[config.mk]
export PLATFORM = sky130hd
export DESIGN_NAME = ps2_cmd_ctrl_flat
export DESIGN_NICKNAME = d
export VERILOG_FILES = /design/src/rtl/ps2_cmd_ctrl_if.sv /design/src/rtl/ps2_cmd_ctrl.sv /design/src/flat_wrapper.sv
export SDC_FILE = /design/constraint.sdc
export NUM_CORES = 1
export LEC_CHECK = 0
export ABC_CLOCK_PERIOD_IN_PS = 4600
export BUFFER_PORTS_ARGS = -buffer_cell sky130_fd_sc_hd__buf_2
export CAP_MARGIN = 15
export CORE_MARGIN = 2
export CORE_UTILIZATION = 52
export CTS_CLUSTER_SIZE = 8
export DETAILED_ROUTE_END_ITERATION = 16
export PLACE_DENSITY = 0.75
export SLEW_MARGIN = 0
export SYNTH_ARGS = -nofsm -noshare
export SYNTH_HDL_FRONTEND = slang
export SYNTH_SLANG_ARGS = --single-unit
[constraint.sdc]
create_clock -name clk -period 4.6 [get_ports clk]
set_input_delay 0.92 -clock clk [delete_from_list [all_inputs] [get_ports clk]]
set_output_delay 0.92 -clock clk [all_outputs]
set_load 0.1 [all_outputs]
[src/rtl/ps2_cmd_ctrl_if.sv]
// Host command, PS/2 transmitter and PS/2 receiver signals of the command controller.
// The slave modport is the controller; the master modport is the host plus the PS/2 PHY.
interface ps2_cmd_ctrl_if;
  logic       cmd_valid;
  logic [7:0] cmd_byte;
  logic       cmd_ready;
  logic       busy;
  logic       tx_wr;
  logic [7:0] tx_din;
  logic       tx_idle;
  logic       tx_done_tick;
  logic       rx_en;
  logic       rx_done_tick;
  logic [7:0] rx_dout;
  logic       rsp_done_tick;
  logic [1:0] rsp_code;

  modport slave (
    input  cmd_valid, cmd_byte, tx_idle, tx_done_tick, rx_done_tick, rx_dout,
    output cmd_ready, busy, tx_wr, tx_din, rx_en, rsp_done_tick, rsp_code
  );

  modport master (
    output cmd_valid, cmd_byte, tx_idle, tx_done_tick, rx_done_tick, rx_dout,
    input  cmd_ready, busy, tx_wr, tx_din, rx_en, rsp_done_tick, rsp_code
  );
endinterface

[src/rtl/ps2_cmd_ctrl.sv]
// PS/2 host command controller: sends one command byte, waits for the device
// acknowledge, resends on 0xFE up to MAX_RETRY times and reports a 2-bit result.
module ps2_cmd_ctrl #(
  parameter int TX_TIMEOUT  = 2_500_000,
  parameter int ACK_TIMEOUT = 1_000_000,
  parameter int MAX_RETRY   = 3
) (
  input logic           clk,
  input logic           reset_n,
  ps2_cmd_ctrl_if.slave bus
);

  localparam int TMAX = (TX_TIMEOUT > ACK_TIMEOUT) ? TX_TIMEOUT : ACK_TIMEOUT;
  localparam int TW   = (TMAX > 1) ? $clog2(TMAX) : 1;

  localparam logic [TW-1:0] TX_LOAD  = TW'(TX_TIMEOUT - 1);
  localparam logic [TW-1:0] ACK_LOAD = TW'(ACK_TIMEOUT - 1);
  localparam logic [1:0]    RETRY_LIMIT = 2'(MAX_RETRY);

  typedef enum logic [2:0] {IDLE, SEND, WAIT_TX, WAIT_ACK, DONE} state_e;
  typedef enum logic [1:0] {RSP_ACK = 2'b00, RSP_ERR = 2'b01,
                            RSP_TX_TO = 2'b10, RSP_ACK_TO = 2'b11} rsp_e;

  state_e        state_q;
  logic [TW-1:0] timer_q;
  logic [1:0]    retry_q;
  logic [7:0]    tx_din_q;
  rsp_e          rsp_code_q;

  logic rx_ack, rx_nak, rx_err;

  assign rx_ack = bus.rx_done_tick && (bus.rx_dout == 8'hFA);
  assign rx_nak = bus.rx_done_tick && (bus.rx_dout == 8'hFE);
  assign rx_err = bus.rx_done_tick && (bus.rx_dout == 8'hFC);

  assign bus.cmd_ready     = (state_q == IDLE);
  assign bus.busy          = (state_q != IDLE);
  // The strobe is issued in the SEND cycle itself so it lands one cycle after the accept.
  assign bus.tx_wr         = (state_q == SEND) && bus.tx_idle;
  assign bus.tx_din        = tx_din_q;
  assign bus.rx_en         = (state_q == IDLE) || (state_q == WAIT_ACK);
  assign bus.rsp_done_tick = (state_q == DONE);
  assign bus.rsp_code      = rsp_code_q;

  always_ff @(posedge clk or negedge reset_n) begin
    if (!reset_n) begin
      state_q    <= IDLE;
      timer_q    <= '0;
      retry_q    <= '0;
      tx_din_q   <= '0;
      rsp_code_q <= RSP_ACK;
    end else begin
      // NOTE: non-blocking assignments only, so every branch reads the pre-edge state.
      case (state_q)
        IDLE: begin
          if (bus.cmd_valid) begin
            tx_din_q <= bus.cmd_byte;
            retry_q  <= '0;
            state_q  <= SEND;
          end
        end
        SEND: begin
          if (bus.tx_idle) begin
            timer_q <= TX_LOAD;
            state_q <= WAIT_TX;
          end
        end
        WAIT_TX: begin
          if (bus.tx_done_tick) begin
            timer_q <= ACK_LOAD;
            state_q <= WAIT_ACK;
          end else if (timer_q == '0) begin
            rsp_code_q <= RSP_TX_TO;
            state_q    <= DONE;
          end else begin
            timer_q <= timer_q - TW'(1);
          end
        end
        WAIT_ACK: begin
          // Device responses win over a timeout landing in the same cycle.
          if (rx_ack) begin
            rsp_code_q <= RSP_ACK;
            state_q    <= DONE;
          end else if (rx_nak && (retry_q < RETRY_LIMIT)) begin
            retry_q <= retry_q + 2'd1;
            state_q <= SEND;
          end else if (rx_nak || rx_err) begin
            rsp_code_q <= RSP_ERR;
            state_q    <= DONE;
          end else if (timer_q == '0) begin
            rsp_code_q <= RSP_ACK_TO;
            state_q    <= DONE;
          end else begin
            timer_q <= timer_q - TW'(1);
          end
        end
        DONE:    state_q <= IDLE;
        default: state_q <= IDLE;
      endcase
    end
  end

endmodule

[src/flat_wrapper.sv]
// flat-port wrapper written by rule: the top's interface ports become plain ports
module ps2_cmd_ctrl_flat 
#(
  parameter int TX_TIMEOUT  = 2_500_000,
  parameter int ACK_TIMEOUT = 1_000_000,
  parameter int MAX_RETRY   = 3
)
  (clk, reset_n, bus_cmd_valid, bus_cmd_byte, bus_tx_idle, bus_tx_done_tick, bus_rx_done_tick, bus_rx_dout, bus_cmd_ready, bus_busy, bus_tx_wr, bus_tx_din, bus_rx_en, bus_rsp_done_tick, bus_rsp_code);
  ps2_cmd_ctrl_if bus_i ();
  input logic clk;
  input logic reset_n;
  input wire logic [$bits(bus_i.cmd_valid)-1:0] bus_cmd_valid;
  input wire logic [$bits(bus_i.cmd_byte)-1:0] bus_cmd_byte;
  input wire logic [$bits(bus_i.tx_idle)-1:0] bus_tx_idle;
  input wire logic [$bits(bus_i.tx_done_tick)-1:0] bus_tx_done_tick;
  input wire logic [$bits(bus_i.rx_done_tick)-1:0] bus_rx_done_tick;
  input wire logic [$bits(bus_i.rx_dout)-1:0] bus_rx_dout;
  output wire logic [$bits(bus_i.cmd_ready)-1:0] bus_cmd_ready;
  output wire logic [$bits(bus_i.busy)-1:0] bus_busy;
  output wire logic [$bits(bus_i.tx_wr)-1:0] bus_tx_wr;
  output wire logic [$bits(bus_i.tx_din)-1:0] bus_tx_din;
  output wire logic [$bits(bus_i.rx_en)-1:0] bus_rx_en;
  output wire logic [$bits(bus_i.rsp_done_tick)-1:0] bus_rsp_done_tick;
  output wire logic [$bits(bus_i.rsp_code)-1:0] bus_rsp_code;
  assign bus_i.cmd_valid = bus_cmd_valid;
  assign bus_i.cmd_byte = bus_cmd_byte;
  assign bus_i.tx_idle = bus_tx_idle;
  assign bus_i.tx_done_tick = bus_tx_done_tick;
  assign bus_i.rx_done_tick = bus_rx_done_tick;
  assign bus_i.rx_dout = bus_rx_dout;
  assign bus_cmd_ready = bus_i.cmd_ready;
  assign bus_busy = bus_i.busy;
  assign bus_tx_wr = bus_i.tx_wr;
  assign bus_tx_din = bus_i.tx_din;
  assign bus_rx_en = bus_i.rx_en;
  assign bus_rsp_done_tick = bus_i.rsp_done_tick;
  assign bus_rsp_code = bus_i.rsp_code;
  ps2_cmd_ctrl #(.TX_TIMEOUT(TX_TIMEOUT), .ACK_TIMEOUT(ACK_TIMEOUT), .MAX_RETRY(MAX_RETRY)) u_core (.clk(clk), .reset_n(reset_n), .bus(bus_i));
endmodule
# Yosys cells after proc, flatten, opt, wreduce, memory -nomap -nowiden
# Index checks and enable logic that the tools add are counted.
# totals
ff_bits,37
output_inout_bits,15
word_cells,69
# classes
addsub,2
order_cmp,1
n_eq_ne,17
muxes,26
n_reduce_logical,18
# ops
cell,count
2-to-1 mux 22 bit,6
one-hot mux 22 bit (3 select lines),1
== test 8 bit (second input constant),3
zero test 22 bit,1
subtractor 22 x 1 -> 22 bit (second input constant),1
2-to-1 mux 3 bit,7
2-to-1 mux 2 bit,9
inequality test 2 bit (second input constant),7
one-hot mux 3 bit (4 select lines),1
AND reduction 5 bit,2
one-hot mux 2 bit (2 select lines),2
== test 3 x 2 -> 1 bit (second input constant),2
nonzero test 3 bit,2
logical AND 1 bit,5
inequality test 4 x 3 -> 1 bit (second input constant),1
AND reduction 2 bit,2
AND reduction 4 bit,1
nonzero test 2 bit,2
== test 3 x 1 -> 1 bit (second input constant),1
== test 3 bit (second input constant),1
zero test 3 bit,1
inequality test 3 x 2 -> 1 bit (second input constant),1
adder 2 x 1 -> 2 bit (second input constant),1
logical OR 1 bit,2
other kinds (2),2

# Depth between registers and ports, before layout
# Gate-level depths: netlist of run 1.
# depth
word_depth,7
depth_mapped,8
ltp_nobuf,7

# Worst setup path after synthesis of run 1
# OpenSTA, ideal clock, no wires.
# synth_path
path_type,register to output
start,register u_core.state_q[0]
end,output port bus_rsp_done_tick
t_arrival_ns,2.787
t_required_ns,3.680
path_slack_ns,0.893
stages_incl_launch_ff,3
n_path_buf,1
cell_sequence,dfrtp_1 -> clkbuf_1 -> nor3b_1
# synth_via
elab_chain_cells,1
# synth_rtl
element,line,text
from (decl),ps2_cmd_ctrl.sv:24,state_e state_q;
from (signal assigned),ps2_cmd_ctrl.sv:47,state_q <= IDLE;
from (signal assigned),ps2_cmd_ctrl.sv:59,state_q <= SEND;
from (signal assigned),ps2_cmd_ctrl.sv:65,state_q <= WAIT_TX;
== test 3 bit,ps2_cmd_ctrl.sv:42,assign bus.rsp_done_tick = (state_q == DONE);
to (decl),flat_wrapper.sv:23,output wire logic [$bits(bus_i.rsp_done_tick)-1:0] bus_rsp_done_tick;
# Every way passes these cells.

# Final worst setup path of run 1
# layout_path
start,input port bus_tx_idle
end,output port bus_tx_wr
# layout_via
elab_chain_cells,1
# layout_rtl
element,line,text
from (decl),flat_wrapper.sv:14,input wire logic [$bits(bus_i.tx_idle)-1:0] bus_tx_idle;
logical AND 1 bit,ps2_cmd_ctrl.sv:39,assign bus.tx_wr = (state_q == SEND) && bus.tx_idle;
to (decl),flat_wrapper.sv:20,output wire logic [$bits(bus_i.tx_wr)-1:0] bus_tx_wr;
# Every way passes these cells.

==> results of run 1 <==
-- cell type report --
class / count / area share (%)
multi-input combinational: 182 / 46.7
clock buffer: 5 / 2.79
tap: 50 / 2.53
timing repair buffer: 36 / 7.29
inverter: 9 / 1.37
clock inverter: 3 / 1.87
sequential: 37 / 37.5
-- layer usage --
metal	part of all wire [%]	routed length, um	global-route usage (%)
met5	0	0	0
met4	1.5	80	8.75
met3	6.0	321	5.92
met2	47	2500	40.2
met1	46	2440	34.7
-- cell families (layout without fill, tap and decap cells) --
logic type	Yosys count	in the layout	share of synthesized area, %
mux	9	9	4.67
buf+inv	17	53	3.09
xor+xnor	2	2	0.817
fa+ha+maj	3	3	1.75
simple gates	105	105	27.5
flops	37	37	43.2
compound gates	63	63	19.0
-- cell usage after synthesis (all sizes together), types with 2 or more instances --
library cell,number
dfrtp,37
o21ai,23
nand2,16
nor2,14
nor3,13
a21oi,9
inv,9
nand3,9
mux2,8
o211ai,8
or3,8
nand4,7
clkbuf,6
nand3b,6
nor4,6
or4,5
a211oi,4
nor2b,4
a31oi,3
and2,3
ha,3
o31a,3
and3,2
buf,2
nand2b,2
nor3b,2
o31ai,2
or2,2
or3b,2
-- how the worst max path moves through the flow --
stage / endpoint / slack [ps] / cells after the start
after global placement: u_core.timer_q[3] / 1710 / 6
after CTS: bus_tx_wr / 1680 / 5
after detailed placement: u_core.timer_q[3] / 1620 / 6
after floorplan: bus_rsp_done_tick / 890 / 2
final: bus_tx_wr / 1640 / 5
after global routing: u_core.timer_q[3] / 1410 / 5
-- power breakdown --
part	switching (mW)	internal, mW
Sequential	0.0971	0.422
Clock	0.125	0.162
Combinational	0.713	0.205
Total	0.935	0.789
-- metrics by stage --
| stage | instances | hold slack, ps | worst slack [ps] | total power, mW |
|---|---|---|---|---|
| 2_1_floorplan | 236 | 472 | 893 | 1.25 |
| 3_3_place_gp | 314 | 486 | 1710 | 1.42 |
| 3_5_place_dp | 314 | 495 | 1620 | 1.43 |
| 4_1_cts | 322 | 509 | 1680 | 1.72 |
| 5_1_grt | 322 | 521 | 1410 | 1.81 |
| 6_report | 322 | 505 | 1640 | 1.72 |
-- flip-flops by register name (all words and copies together) (netlist names) --
register,flops
u_core.state_q,3
u_core.retry_q,2
u_core.bus.rsp_code,2
u_core.bus.tx_din,8
u_core.timer_q,22
-- worst reg2reg max path, stage by stage, from the launching register on --
cell	delay [ps]
sky130_fd_sc_hd__dfrtp_1	450
sky130_fd_sc_hd__nor4_1	540
sky130_fd_sc_hd__nand4_1	470
sky130_fd_sc_hd__o211ai_1	790
sky130_fd_sc_hd__nor3_1	130
sky130_fd_sc_hd__or3b_2	460
==> results_dict.tcl, run 1 <==
set metrics [dict create \
    antenna_found_initial 0 \
    cts-root-to-sink-buffers 2 \
    via_per_instance_ratio 6.30 \
    final_max_slew_viol_count 0 \
    synth_enable_flop_cells 0 \
    placement.io_buffers 36 \
    cp_num_buf_inv 3 \
    postSynth.topFlopCell "sky130_fd_sc_hd__dfrtp_1" \
    slew_hr_pct 46.3 \
    fmax_ghz 0.337 \
    core_area_sq_um 3970 \
    hpwl_um 3870 \
    tritoncts_num_sinks 37 \
    reg2reg_from "u_core.timer_q[8]" \
    synth_area_leader "sky130_fd_sc_hd__dfrtp_1" \
    share_of_synthesized_registers_carrying_an_async_set_or_reset_pct 100 \
    drt_first_iter_violations 208 \
    synthesis.instances 236 \
    synth.distinct_cells 50 \
    setup.reg_to_reg.worst_slack_ps 1640 \
    setup-violations-final 0 \
    seq_area_frac_synth_pct 43.2 \
    die_area_sq_um 4650 \
    worst_skew_pair.late_latency_ps 300 \
    cts_htree_levels 2 \
    timing.reg2reg.worst_path_depth 5 \
    fin_worst_skew_ps 3.07 \
    drv_cap 0 \
    power_per_cell_area_nw_per_um2 698 \
    regToRegEndpoint "u_core.timer_q[3]" \
    globalRouteOverflowTotal 0 \
    io-pin-count 37 \
    mean_post_synth_cell_area_sq_um 9.09 \
    fp.dieH_um 68.2 \
    worstPathCellList "buf_2 -> nor2b_1 -> nand3b_1 -> inv_1 -> buf_2" \
    final_core_utilization_pct 62.2 \
    tritoncts.num_buffers 5 \
    timing.final.crit_share_pct 64.4 \
    vdd.ir_drop.worst_v 0.000625 \
    worstHoldEndpoint "u_core.bus.tx_din[0]" \
    total_of_hold_buffers_inserted_after_clock_tree_synthesis 0 \
    yosys_register_bits 37 \
    post-cts-setup-buffers 0 \
    cts_tree "yes" \
    leakage_nw 1.01 \
    timing.critical_path.max_delay_family "buffers and inverters" \
    postPlaceCellArea_sq_um 2350 \
    groute.usage.overall_pct 25.6 \
    critical_path.slowest_cell "sky130_fd_sc_hd__buf_2" \
    outcome "finished, final reports clean" \
    n_fill_cell 349 \
    drtAntennaViolNets 0 \
    grt_pass1_wl_um 8850 \
    holdPathStages 1 \
    timing.hold.worst.class "reg -> reg" \
    timing.critical_path.fanout_max 6 \
    routed-via-count 2030 \
    syn2layout_area_growth_pct 15.2 \
    synth_top_area_share_pct 43.2 \
    hold_viol 0 \
    syn_nets 261 \
    dieWidth_um 68.2 \
    timing.critical_path.to_type "output port" \
    finalInstanceArea_sq_um 2470 \
    antenna_cells 0 \
    cts.root.buffer_cell "sky130_fd_sc_hd__clkbuf_8" \
    initial_core_util_pct 54.0 \
    layout_min_cycle_time_ps 2960 \
    finalSetupTns_ps 0 \
    ctsResizeCount 0 \
    grt_start_max_net_pins 38 \
    worst-setup-path-type "in -> out" \
    row_count 23 \
    final-seq-area_sq_um 926 \
    gp_routability_congestion 0.933 \
    rsz0062_at_grt "false" \
    cp_data_arrival_time_ps 2040 \
    multi_input_area_sq_um 1150 \
    cp_slowest_stage_delay_ps 430 \
    cp-startpoint "bus_tx_idle" \
    critical_path_required_ps 3680 \
    final_common_cell "sky130_fd_sc_hd__dfrtp_1" \
    synth_warnings 0 \
    route.detailed.drc 0 \
    path_common_cell "sky130_fd_sc_hd__buf_2" \
    setup.worst_path.start_class "primary input" \
    most-common-layout-cells "37 x sky130_fd_sc_hd__dfrtp_1, 36 x sky130_fd_sc_hd__buf_2, 23 x sky130_fd_sc_hd__o21ai_0" \
    syn-cell-area_sq_um 2140 \
    worst_pin_slew_ps 806 \
    synthTopCellsByArea "sky130_fd_sc_hd__dfrtp_1 43%, sky130_fd_sc_hd__o21ai_0 5.4%, sky130_fd_sc_hd__mux2_2 4.2%, sky130_fd_sc_hd__nor3_1 3.0%, sky130_fd_sc_hd__nand2_1 2.8%" \
    drt-pass1-iter-count 4 \
    clkTransAtPathRegs_ps 80 \
    layout-drive-gt1-share_pct 21.7 \
    grt_pass1_vias 1871 \
    drt-wirelength-per-cell_um 16.6 \
    worstHoldStart "u_core.bus.tx_din[0]" \
    final_wirelength_um 5340 \
    num-nets-final 296 \
]
No activity file was read; power rests on OpenSTA's default activity.
==> run 2, diff against run 1 <==
--- a/config.mk
+++ b/config.mk
@@ -5,11 +5,11 @@
 export SDC_FILE = /design/constraint.sdc
 export NUM_CORES = 1
 export LEC_CHECK = 0
-export ABC_CLOCK_PERIOD_IN_PS = 4600
+export ABC_CLOCK_PERIOD_IN_PS = 2600
 export BUFFER_PORTS_ARGS = -buffer_cell sky130_fd_sc_hd__buf_2
 export CAP_MARGIN = 15
 export CORE_MARGIN = 2
-export CORE_UTILIZATION = 52
+export CORE_UTILIZATION = 50
 export CTS_CLUSTER_SIZE = 8
 export DETAILED_ROUTE_END_ITERATION = 16
 export PLACE_DENSITY = 0.75
==> constraint.sdc (replaced) <==
create_clock -name clk -period 2.6 [get_ports clk]
set_input_delay 0.52 -clock clk [delete_from_list [all_inputs] [get_ports clk]]
set_output_delay 0.52 -clock clk [all_outputs]
set_load 0.1 [all_outputs]
==> run 2 against run 1 <==
- clock-buffer cell count up 3
- flip-flop and latch count did not move
- highest routed layer unchanged
- critical endpoint is now bus_rx_en
- combinational power rose by 88%
- worst setup slack got worse by 1400 ps
==> results_dict.tcl, run 2 (synthesis results as in run 1) <==
set metrics [dict create \
    outcome "finished, final reports clean" \
    row_count 23 \
    syn2layout_area_growth_pct 19.2 \
    final_wirelength_um 5330 \
    critical_path_required_ps 2080 \
    flop_pwr_share_pct 29.7 \
    cts_tree "yes" \
    share_comb_of_total_power_pct 57.4 \
    fp.dieH_um 69.5 \
    tritoncts.num_buffers 5 \
    power_per_cell_area_nw_per_um2 1180 \
    cp_slowest_stage_delay_ps 470 \
    io-pin-count 37 \
    layout-drive-gt1-share_pct 25.4 \
    final.hold.worst_slack_ps 315 \
    globalRouteOverflowTotal 0 \
    final_max_slew_viol_count 0 \
    drt-wirelength-per-cell_um 15.8 \
    drtAntennaViolNets 0 \
    tritoncts_num_sinks 37 \
    internal_power_mw 1.37 \
    grt.met2_usage_pct 34.5 \
    slew_hr_pct 45.4 \
    cts-root-to-sink-buffers 2 \
    setup.worst_path.start_class "flop" \
    core_area_sq_um 4060 \
    num-nets-final 311 \
    worstPathCellList "buf_4 -> or3_1 -> nand2_1 -> buf_2" \
    timing.reg2reg.worst_path_depth 5 \
    antenna_found_initial 0 \
    timing.final.crit_share_pct 91.8 \
    final_core_utilization_pct 63.0 \
    hpwl_um 3950 \
    worst_pin_slew_ps 819 \
    final_common_cell "sky130_fd_sc_hd__dfrtp_1" \
    rsz0062_at_grt "false" \
    clkTransAtPathRegs_ps 70 \
    via_per_instance_ratio 6.09 \
    grt_start_max_net_pins 38 \
    grt_pass1_vias 1886 \
    netSwitchingPower_mw 1.64 \
    timing.hold.worst.class "in -> async" \
    finalSetupTns_ps 0 \
    setup.reg_to_reg.worst_slack_ps 210 \
    worst_skew_pair.late_latency_ps 300 \
    vdd.ir_drop.worst_v 0.000509 \
    setup-violations-final 0 \
    grt_pass1_wl_um 8900 \
    worst_path_setup_slack_after_routing_ps 214 \
    timing.critical_path.fanout_max 11 \
    cts_htree_levels 2 \
    cts.root.buffer_cell "sky130_fd_sc_hd__clkbuf_8" \
    gr-usage-met3_pct 4.07 \
    grt.busiest_layer "met2" \
    pre_cts_ws_ps 222 \
    regToRegEndpoint "u_core.timer_q[21]" \
    timing.critical_path.max_delay_family "buffers and inverters" \
    timing.critical_path.to_type "output port" \
    fin_worst_skew_ps 9.18 \
    total_of_hold_buffers_inserted_after_clock_tree_synthesis 0 \
    critical_path.slowest_cell "sky130_fd_sc_hd__or3_1" \
    leakage_nw 1.06 \
    clock_power_share_pct 12.9 \
    layout_min_cycle_time_ps 2390 \
    routed-via-count 2051 \
    die_area_sq_um 4830 \
    route.detailed.drc 0 \
    most-common-layout-cells "37 x sky130_fd_sc_hd__dfrtp_1, 36 x sky130_fd_sc_hd__buf_2, 23 x sky130_fd_sc_hd__o21ai_0" \
    gp_routability_congestion 1.02 \
    ctsResizeCount 0 \
    drt-pass1-iter-count 4 \
    placement.io_buffers 36 \
    worst-setup-path-type "reg -> out" \
    met1_usage_pct 33.4 \
    initial_core_util_pct 52.9 \
    dieWidth_um 69.5 \
    groute.usage.overall_pct 23.4 \
    fmax_ghz 0.419 \
    registers.top_by_ff_count "u_core.timer_q" \
    cp_num_buf_inv 2 \
    reg2reg_from "u_core.timer_q[4]" \
    antenna_cells 0 \
    drt_first_iter_violations 148 \
    power_switching_share_pct 54.5 \
    hold_viol 0 \
    drv_cap 0 \
    post-cts-setup-buffers 0 \
    cp_data_arrival_time_ps 1870 \
    largest_register_ffs 22 \
]
## run 2: per-stage QoR
step	instance area, sq um	power, mW	cells
final	2560	3.01	337
after CTS	2560	3.00	337
after detailed placement	2480	2.62	329
after floorplan	2160	2.23	236
after global placement	2480	2.60	329
after global routing	2560	3.18	337
## run 2: final cells by class
class | count | area [sq um]
tap | 50 | 62.6
fill | 362 | 1500
sequential | 37 | 926
inverter | 9 | 37.5
timing repair buffer | 51 | 293
multi-input combinational | 182 | 1160
clock buffer | 8 | 80.1
## run 2: worst register-to-register path: stages, from the launching register on
cell                      delay, ps
sky130_fd_sc_hd__dfrtp_1        420
sky130_fd_sc_hd__or4_1          570
sky130_fd_sc_hd__or3_1          350
sky130_fd_sc_hd__or4_4          490
sky130_fd_sc_hd__a21o_1         190
sky130_fd_sc_hd__a221o_1        280
## run 2: worst max-delay path by stage
stage	from	endpoint	slack, ps	cells past startpoint
2_1_floorplan	u_core.state_q[1]	u_core.retry_q[1]	40	6
3_3_place_gp	u_core.timer_q[1]	u_core.timer_q[21]	230	5
3_5_place_dp	u_core.timer_q[4]	u_core.timer_q[21]	220	5
4_1_cts	u_core.state_q[0]	bus_rx_en	210	4
5_1_grt	u_core.state_q[0]	bus_rx_en	140	4
6_report	u_core.state_q[0]	bus_rx_en	210	4
## run 2: power groups by stage
stage	registers [mW]	logic, mW	clock network, mW
floorplan	1.34	0.889	0
global placement	0.893	1.71	0
detailed placement	0.901	1.72	0
CTS	0.890	1.72	0.395
global route	0.925	1.84	0.415
finish	0.893	1.73	0.389
## run 2: routing by layer
| metal | part of all wire, % | vias to the layer above |
|---|---|---|
| met5 | 0 | - |
| met4 | 2.6 | 0 |
| met3 | 6.7 | 12 |
| met2 | 45 | 68 |
| met1 | 46 | 972 |
| li1 | - | 999 |
==> run 3, diff against run 2 <==
--- a/config.mk
+++ b/config.mk
@@ -7,11 +7,12 @@
 export LEC_CHECK = 0
 export ABC_CLOCK_PERIOD_IN_PS = 2600
 export BUFFER_PORTS_ARGS = -buffer_cell sky130_fd_sc_hd__buf_2
-export CAP_MARGIN = 15
+export CAP_MARGIN = 10
 export CORE_MARGIN = 2
 export CORE_UTILIZATION = 50
 export CTS_CLUSTER_SIZE = 8
 export DETAILED_ROUTE_END_ITERATION = 16
+export GPL_TIMING_DRIVEN = 0
 export PLACE_DENSITY = 0.75
 export SLEW_MARGIN = 0
 export SYNTH_ARGS = -nofsm -noshare
==> run 3 against run 2 <==
- combinational power about the same
- non-clock buffer count decreased by 2
- sequential power about the same
==> results_dict.tcl, run 3 (synthesis results as in run 1) <==
set metrics [dict create \
    outcome "finished, final reports clean" \
    cts_tree "yes" \
    totalPowerFinal_mw 3.14 \
    finalInstanceArea_sq_um 2590 \
    layout_min_cycle_time_ps 2520 \
    via_per_instance_ratio 6.12 \
    wl_met3_um 455 \
    power_per_cell_area_nw_per_um2 1210 \
    grt_pass1_wl_um 8780 \
    clock_power_share_pct 16.0 \
    drtAntennaViolNets 0 \
    fmax_ghz 0.397 \
    drt_first_iter_violations 117 \
    route.detailed.drc 0 \
    layout-drive-gt1-share_pct 26.7 \
    antenna_found_initial 0 \
    cts-root-to-sink-buffers 2 \
    registers.top_by_ff_count "u_core.timer_q" \
    setup.worst_path.start_class "flop" \
    slew_hr_pct 46.6 \
    pre_cts_ws_ps -55.2 \
    placement.io_buffers 36 \
    drt-wirelength-per-cell_um 15.7 \
    groute.usage.overall_pct 22.7 \
    fp.dieH_um 69.5 \
    clkTransAtPathRegs_ps 80 \
    share_comb_of_total_power_pct 55.5 \
    gp_routability_congestion 0.951 \
    rsz0062_at_grt "false" \
    initial_core_util_pct 52.9 \
    regToRegEndpoint "u_core.timer_q[21]" \
    worst-setup-path-type "reg -> reg" \
    drv_cap 0 \
    syn2layout_area_growth_pct 20.9 \
    timing.critical_path.fanout_max 6 \
    netSwitchingPower_mw 1.67 \
    final_wirelength_um 5260 \
    num-nets-final 309 \
    critical_path_required_ps 2780 \
    top_layer_used "met4" \
    hold_viol 0 \
    detail_route.wirelength.met1_um 2330 \
    most-common-layout-cells "36 x sky130_fd_sc_hd__buf_2, 36 x sky130_fd_sc_hd__dfrtp_1, 23 x sky130_fd_sc_hd__o21ai_0" \
    cts.root.buffer_cell "sky130_fd_sc_hd__clkbuf_8" \
    routed-via-count 2050 \
    io-pin-count 37 \
    leakage_nw 1.05 \
    die_area_sq_um 4830 \
    timing.hold.worst.class "in -> async" \
    worst_skew_pair.late_latency_ps 290 \
    vdd.ir_drop.worst_v 0.000539 \
    worst_pin_slew_ps 801 \
    largest_register_ffs 22 \
    timing.reg2reg.worst_path_depth 6 \
    fin_worst_skew_ps 6.73 \
    grt_pass1_vias 1835 \
    power_switching_share_pct 53.3 \
    tritoncts.num_buffers 5 \
    postPlaceCellArea_sq_um 2400 \
    drt-pass1-iter-count 4 \
    flop_pwr_share_pct 28.5 \
    reg2reg_from "u_core.timer_q[1]" \
    globalRouteOverflowTotal 0 \
    setup.reg_to_reg.worst_slack_ps 80 \
    timing.critical_path.to_type "flop" \
    grt_start_max_net_pins 38 \
    dr_wl_met2_um 2400 \
    cp_data_arrival_time_ps 2700 \
    n_fill_cell 350 \
    worst_path_setup_slack_after_routing_ps 79.9 \
    final_max_slew_viol_count 0 \
    hpwl_um 3820 \
    antenna_cells 0 \
    finalSetupTns_ps 0 \
    core_area_sq_um 4060 \
    row_count 23 \
    cts_htree_levels 2 \
    setup-violations-final 0 \
    timing.final.crit_share_pct 96.9 \
    internal_power_mw 1.46 \
    tritoncts_num_sinks 37 \
    dieWidth_um 69.5 \
]
[run 3: layout make-up]
class	instances	area (sq um)	share of cell area [%]
Buffer	8	45.0	1.74
Clock buffer	5	68.8	2.65
Clock inverter	3	46.3	1.79
Inverter	9	37.5	1.45
Multi-Input combinational cell	182	1190	45.8
Sequential cell	37	927	35.8
Tap cell	50	62.6	2.41
Timing Repair Buffer	41	218	8.40
[run 3: worst max path at each step]
stage                              end              start
finish              u_core.timer_q[21]  u_core.timer_q[1]
global route        u_core.timer_q[21]  u_core.timer_q[0]
CTS                 u_core.timer_q[21]  u_core.timer_q[1]
detailed placement   u_core.timer_q[3]  u_core.timer_q[8]
global placement     u_core.timer_q[3]  u_core.timer_q[8]
floorplan            u_core.retry_q[1]  u_core.state_q[1]
[run 3: worst max-delay path: stages, from the launching register on]
cell and delay, ps:
sky130_fd_sc_hd__dfrtp_1 390, sky130_fd_sc_hd__or4_4 530, sky130_fd_sc_hd__buf_6 140, sky130_fd_sc_hd__or3_1 370, sky130_fd_sc_hd__or4_4 490, sky130_fd_sc_hd__a21o_1 190, sky130_fd_sc_hd__a221o_1 290
[run 3: per-layer routing]
layer | vias to the layer above | global-route usage [%]
met5 | - | 0
met1 | 959 | 31.8
met4 | 0 | 6.10
met2 | 94 | 36.0
li1 | 990 | -
met3 | 7 | 4.51
[run 3: through the flow]
step | hold slack (ps) | utilization [%] | cells
2_1_floorplan | 224 | - | 236
3_3_place_gp | 483 | 59.1 | 322
3_5_place_dp | 491 | 59.1 | 322
4_1_cts | 331 | 62.2 | 331
5_1_grt | 398 | 63.9 | 335
6_report | 314 | 63.9 | 335
[run 3: repair_timing]
action | 4_1_cts | 5_1_grt
gates cloned | 0 | 0
hold buffers | 0 | 0
resized for setup | 0 | 10
pin swaps | 1 | 0
setup buffers | 1 | 4
endpoints found under the setup margin | 1 | 3
[run 3: power groups by stage]
stage                     clock (mW)  sequential (mW)  combinational (mW)
after floorplan                    0             1.34               0.889
after global placement             0            0.884                1.66
after detailed placement           0            0.893                1.68
after CTS                      0.513            0.883                1.68
after global routing           0.527            0.914                1.86
final                          0.501            0.894                1.74
